`config.mk`:
```
export PLATFORM = sky130hd
export DESIGN_NAME = id_ex_pipeline_reg
export DESIGN_NICKNAME = d
export VERILOG_FILES = /design/src/rtl/pipeline_ctrl_pkg.sv /design/src/rtl/id_ex_perf_counter.sv /design/src/rtl/id_ex_pipeline_reg.sv
export SDC_FILE = /design/constraint.sdc
export NUM_CORES = 1
export LEC_CHECK = 0
export BUFFER_PORTS_ARGS = -buffer_cell sky130_fd_sc_hd__buf_2
export CAP_MARGIN = 20
export CELL_PAD_IN_SITES_DETAIL_PLACEMENT = 1
export CELL_PAD_IN_SITES_GLOBAL_PLACEMENT = 1
export CORE_MARGIN = 3
export CORE_UTILIZATION = 30
export CTS_CLUSTER_DIAMETER = 40
export DETAILED_ROUTE_END_ITERATION = 16
export GPL_TIMING_DRIVEN = 0
export PLACE_DENSITY_LB_ADDON = 0.1
export SLEW_MARGIN = 20
export SYNTH_ARGS = -nofsm -noshare
export SYNTH_HDL_FRONTEND = slang
export SYNTH_SLANG_ARGS = --single-unit
```
`constraint.sdc`:
```
create_clock -name clk -period 2.4 [get_ports clk]
set_input_delay 0 -clock clk [delete_from_list [all_inputs] [get_ports clk]]
set_output_delay 0 -clock clk [all_outputs]
set_load 0.01 [all_outputs]
```
`src/rtl/pipeline_ctrl_pkg.sv`:
```
// Shared control-bundle definitions for the CU mux and the pipeline registers.
package pipeline_ctrl_pkg;

  localparam int STATUS_W   = 2;
  localparam int ALU_CTRL_W = 2;

  // Seven decoded control fields, 9 bits total, reg_write in the MSB.
  typedef struct packed {
    logic                  reg_write;
    logic                  mem_write;
    logic                  mem_to_reg;
    logic                  alu_src;
    logic [STATUS_W-1:0]   status_bits;
    logic [ALU_CTRL_W-1:0] alu_control;
    logic                  pc_src;
  } ctrl_bundle_t;

  // Bubble: nothing architectural is written.
  localparam ctrl_bundle_t CTRL_NOP = '0;

endpackage

```
`src/rtl/id_ex_perf_counter.sv`:
```
// Saturating event counter with synchronous clear; sticks at all-ones.
module id_ex_perf_counter #(
  parameter int W = 16
) (
  input  logic         clk,
  input  logic         clear,
  input  logic         inc,
  output logic [W-1:0] count
);

  logic [W-1:0] count_reg;

  // Clear wins; otherwise count up until all-ones and stay there.
  always_ff @(posedge clk) begin
    if (clear) begin
      count_reg <= '0;
    end else if (inc && (count_reg != {W{1'b1}})) begin
      count_reg <= count_reg + 1'b1;
    end
  end

  assign count = count_reg;

endmodule

```
`src/rtl/id_ex_pipeline_reg.sv`:
```
// ID/EX pipeline register with stall (hold) and flush (bubble) control.
// Optional perf counters (bubbles, stalls) enabled by defining ID_EX_PERF_CNT_EN.
module id_ex_pipeline_reg
  import pipeline_ctrl_pkg::*;
#(
  parameter int DATA_WIDTH     = 32,
  parameter int REG_ADDR_WIDTH = 4
`ifdef ID_EX_PERF_CNT_EN
  ,
  parameter int CNT_WIDTH      = 16
`endif
) (
  input  logic                      clk,
  input  logic                      reset,
  input  logic                      stall,
  input  logic                      flush,
  input  logic                      valid_in,
  input  logic                      reg_write_enable_in,
  input  logic                      mem_write_enable_in,
  input  logic                      mem_to_reg_select_in,
  input  logic                      alu_src_select_in,
  input  logic [STATUS_W-1:0]       status_bits_in,
  input  logic [ALU_CTRL_W-1:0]     alu_control_in,
  input  logic                      pc_src_select_in,
  input  logic [DATA_WIDTH-1:0]     rn_value_in,
  input  logic [DATA_WIDTH-1:0]     rm_value_in,
  input  logic [DATA_WIDTH-1:0]     imm_in,
  input  logic [DATA_WIDTH-1:0]     pc_in,
  input  logic [REG_ADDR_WIDTH-1:0] rd_addr_in,
  output logic                      valid_out,
  output logic                      reg_write_enable_out,
  output logic                      mem_write_enable_out,
  output logic                      mem_to_reg_select_out,
  output logic                      alu_src_select_out,
  output logic [STATUS_W-1:0]       status_bits_out,
  output logic [ALU_CTRL_W-1:0]     alu_control_out,
  output logic                      pc_src_select_out,
  output logic [DATA_WIDTH-1:0]     rn_value_out,
  output logic [DATA_WIDTH-1:0]     rm_value_out,
  output logic [DATA_WIDTH-1:0]     imm_out,
  output logic [DATA_WIDTH-1:0]     pc_out,
  output logic [REG_ADDR_WIDTH-1:0] rd_addr_out
`ifdef ID_EX_PERF_CNT_EN
  ,
  output logic [CNT_WIDTH-1:0]      bubble_count,
  output logic [CNT_WIDTH-1:0]      stall_count
`endif
);

  ctrl_bundle_t              ctrl_in;
  ctrl_bundle_t              ctrl_reg;
  logic                      valid_reg;
  logic [DATA_WIDTH-1:0]     rn_reg;
  logic [DATA_WIDTH-1:0]     rm_reg;
  logic [DATA_WIDTH-1:0]     imm_reg;
  logic [DATA_WIDTH-1:0]     pc_reg;
  logic [REG_ADDR_WIDTH-1:0] rd_reg;

  assign ctrl_in = '{reg_write:   reg_write_enable_in,
                     mem_write:   mem_write_enable_in,
                     mem_to_reg:  mem_to_reg_select_in,
                     alu_src:     alu_src_select_in,
                     status_bits: status_bits_in,
                     alu_control: alu_control_in,
                     pc_src:      pc_src_select_in};

  // Priority reset > flush > stall > load; flush keeps data, invalid loads get a NOP bundle.
  always_ff @(posedge clk) begin
    if (reset) begin
      valid_reg <= 1'b0;
      ctrl_reg  <= CTRL_NOP;
      rn_reg    <= '0;
      rm_reg    <= '0;
      imm_reg   <= '0;
      pc_reg    <= '0;
      rd_reg    <= '0;
    end else if (flush) begin
      valid_reg <= 1'b0;
      ctrl_reg  <= CTRL_NOP;
    end else if (!stall) begin
      valid_reg <= valid_in;
      ctrl_reg  <= valid_in ? ctrl_in : CTRL_NOP;
      rn_reg    <= rn_value_in;
      rm_reg    <= rm_value_in;
      imm_reg   <= imm_in;
      pc_reg    <= pc_in;
      rd_reg    <= rd_addr_in;
    end
  end

  assign valid_out             = valid_reg;
  assign reg_write_enable_out  = ctrl_reg.reg_write;
  assign mem_write_enable_out  = ctrl_reg.mem_write;
  assign mem_to_reg_select_out = ctrl_reg.mem_to_reg;
  assign alu_src_select_out    = ctrl_reg.alu_src;
  assign status_bits_out       = ctrl_reg.status_bits;
  assign alu_control_out       = ctrl_reg.alu_control;
  assign pc_src_select_out     = ctrl_reg.pc_src;
  assign rn_value_out          = rn_reg;
  assign rm_value_out          = rm_reg;
  assign imm_out               = imm_reg;
  assign pc_out                = pc_reg;
  assign rd_addr_out           = rd_reg;

`ifdef ID_EX_PERF_CNT_EN
  logic bubble_inc;
  logic stall_inc;

  // A bubble enters on flush or on an unstalled load of an empty slot; the two are mutually exclusive.
  always_comb begin
    bubble_inc = 1'b0;
    stall_inc  = 1'b0;
    if (flush) begin
      bubble_inc = 1'b1;
    end else if (stall) begin
      stall_inc = 1'b1;
    end else if (!valid_in) begin
      bubble_inc = 1'b1;
    end
  end

  id_ex_perf_counter #(.W(CNT_WIDTH)) u_bubble_cnt (
    .clk   (clk),
    .clear (reset),
    .inc   (bubble_inc),
    .count (bubble_count)
  );

  id_ex_perf_counter #(.W(CNT_WIDTH)) u_stall_cnt (
    .clk   (clk),
    .clear (reset),
    .inc   (stall_inc),
    .count (stall_count)
  );
`endif

endmodule
```
==> results.tsv <==
metric	value	unit
status	finished clean	
die_y	146	microns
p_int	4.55	mW
drt-initial-drc-count	186	
worst-path-buf-inv	3	
worstPathCellList	dlygate4sd3_1, buf_2, or3b_1, dlygate4sd3_1, a21oi_1	
rsz0062_at_grt	false	
grt_usage	0.215	
ys_types	14	
placed_cells	1188	
cts_sinks	142	
layout_commonest_cell	buf_2	
fin_crit	1.30	ns
ant_nets	0	
path_delay_family	buffers and inverters	
ioPinCount	288	
htreeDepth	4	
worstSetupStartpointType	input port	
seq_area_frac_synth	0.481	
hold_viol	0	
power_frac_seq	0.411	
crit_path_end_kind	register	
final_area	0.00971	sq mm
cp.required	2.74	ns
crit_top_cell	dlygate4sd3_1	
io_buffers	283	
ys_seq_elements	142	
layout_common_cells	297 x buf_2, 145 x dlygate4sd3_1, 142 x dfxtp_1, 141 x a21oi_1	
instances_no_fill	1365	
multi_input_area	0.00264	sq mm
crit_type	in2reg	
synth_area	0.00591	sq mm
syn_avg_cell_area	9.17	sq um
postCtsHoldBufs	145	
nets	1238	
initial_core_util	0.311	
fmaxAchievable	767	MHz
yosysTopAreaCell	dfxtp_1	
firstDrtPassIters	4	
design.core.area	0.0190	sq mm
p_per_area	629	mW/mm^2
switching_power	1.56	mW
comb_power_share	0.146	
antenna_found_initial	0	
drive_gt1_frac	0.313	
route.detailed.drc	0	
overflow	0	
p_total	6.11	mW
fin_setup_tns	0	ns
placed_area	0.00765	sq mm
routed_via_density	4.76	
worstMarginPinSlew	0.498	ns
nFillCells	2327	
postCtsSetupBuffers	0	
wire_per_inst	17.3	microns
syn_inst	645	
cts_tree	built	
pwr-share-clk	0.443	
syn_nets	791	
clk_pin_slew	0.06	ns
yosys_warnings	0	
drv_slew	0	
dieArea	0.0214	sq mm
place_hpwl	15.6	mm
slew_headroom	0.668	
place.gp.congestion	0.780	
setup_viol	0	
first_global_vias	6905	
row_count	50	
cts_buffer_depth	2	
diodes	0	
area_growth	64.2	%
crit_arrival	1.65	ns
cap_violations	0	
cp_max_fo	1	
root_buffer	clkbuf_16	
synth_top_area_frac	0.481	
die_x	146	microns
seq_area	0.00284	sq mm
grt_pass1_wl	37.3	mm
drt_wl_total	23.6	mm
cts_resized	0	
period_share	0.543	
vias	6498	
skew	0	ns
hold_path.class	in2reg	
synth_area_leaders	dfxtp_1 48%, or3b_1 20%, a21oi_1 12%	
grt_max_degree	17	
p_sw_frac	0.256	
leakage	4.19	nW
worstSkewPairLatency	0.42	ns
cts_buffers	17	
ir_drop	0.000470	V
critPathMaxStageDelay	0.56	ns
slowest_stage	dlygate4sd3_1	
==> cell families after synthesis <==
family / count (synthesis) / share of synthesized area
flops: 142 / 0.481
simple gates: 152 / 0.214
mux: 1 / 0.00169
compound gates: 273 / 0.231
buf+inv: 77 / 0.0722
==> tightest hold or removal path: stages <==
cell and delay (ns):
buf_1 0.20, nand3b_1 0.14, a21oi_1 0.06
==> sequential cells by signal (all words and copies together) (netlist names), 2 cells and up <==
signal,cells
alu_control_out,2
rd_addr_out,4
pc_out,32
rm_value_out,32
status_bits_out,2
imm_out,32
rn_value_out,32
==> cell type report <==
cell class / count / area share
multi-input combinational: 426 / 0.272
clock buffer: 21 / 0.0485
tap: 260 / 0.0335
clock inverter: 11 / 0.0137
buffer: 77 / 0.0439
sequential: 142 / 0.293
timing repair buffer: 428 / 0.295
==> cell usage after synthesis <==
master / number
buf_1: 5
nand2_1: 9
buf_4: 2
o21ai_0: 132
a21oi_1: 141
or3b_1: 132
or2_2: 1
buf_6: 15
mux2i_1: 1
dfxtp_1: 142
buf_2: 14
nand3b_1: 9
nor2_1: 1
clkbuf_1: 41
==> metrics by stage <==
step                setup slack (ns)  utilization  hold slack (ns)
finish                          1.10        0.511           0.0379
detailed placement             0.986        0.403            0.285
CTS                             1.08        0.511           0.0367
floorplan                       1.57            -            0.166
global placement               0.983        0.403            0.280
global route                    1.04        0.511           0.0572
==> power by group through the flow <==
stage / Combinational, mW / Clock, mW / Sequential, mW
2_1_floorplan: 0.314 / 0 / 2.61
6_report: 0.893 / 2.71 / 2.51
3_5_place_dp: 0.702 / 0 / 2.56
5_1_grt: 0.980 / 2.89 / 2.52
4_1_cts: 0.892 / 2.76 / 2.51
3_3_place_gp: 0.700 / 0 / 2.56
==> per-layer routing <==
metal | vias to the layer above | share of wire | track usage
met5 | - | 0 | 0
met4 | 0 | 0.019 | 0.0616
met3 | 24 | 0.073 | 0.0736
met2 | 216 | 0.48 | 0.365
met1 | 3032 | 0.43 | 0.260
li1 | 3226 | - | -
==> path summary, 6_finish.rpt <==
path | startpoint | end | slack (ns) | cells past startpoint
worst min register to register | alu_control_out[0]$_SDFFE_PP0N_ | alu_control_out[0]$_SDFFE_PP0N_ | 0.45 | 2
worst max-delay path | rd_addr_in[3] | rd_addr_out[3]$_SDFFE_PP0P_ | 1.10 | 5
worst min-delay path | valid_in | mem_to_reg_select_out$_SDFFE_PP0N_ | 0.04 | 3
worst max register to register | rn_value_out[20]$_SDFFE_PP0P_ | rn_value_out[20]$_SDFFE_PP0P_ | 1.71 | 2
Note: power is estimated with default switching activity, not from simulation.
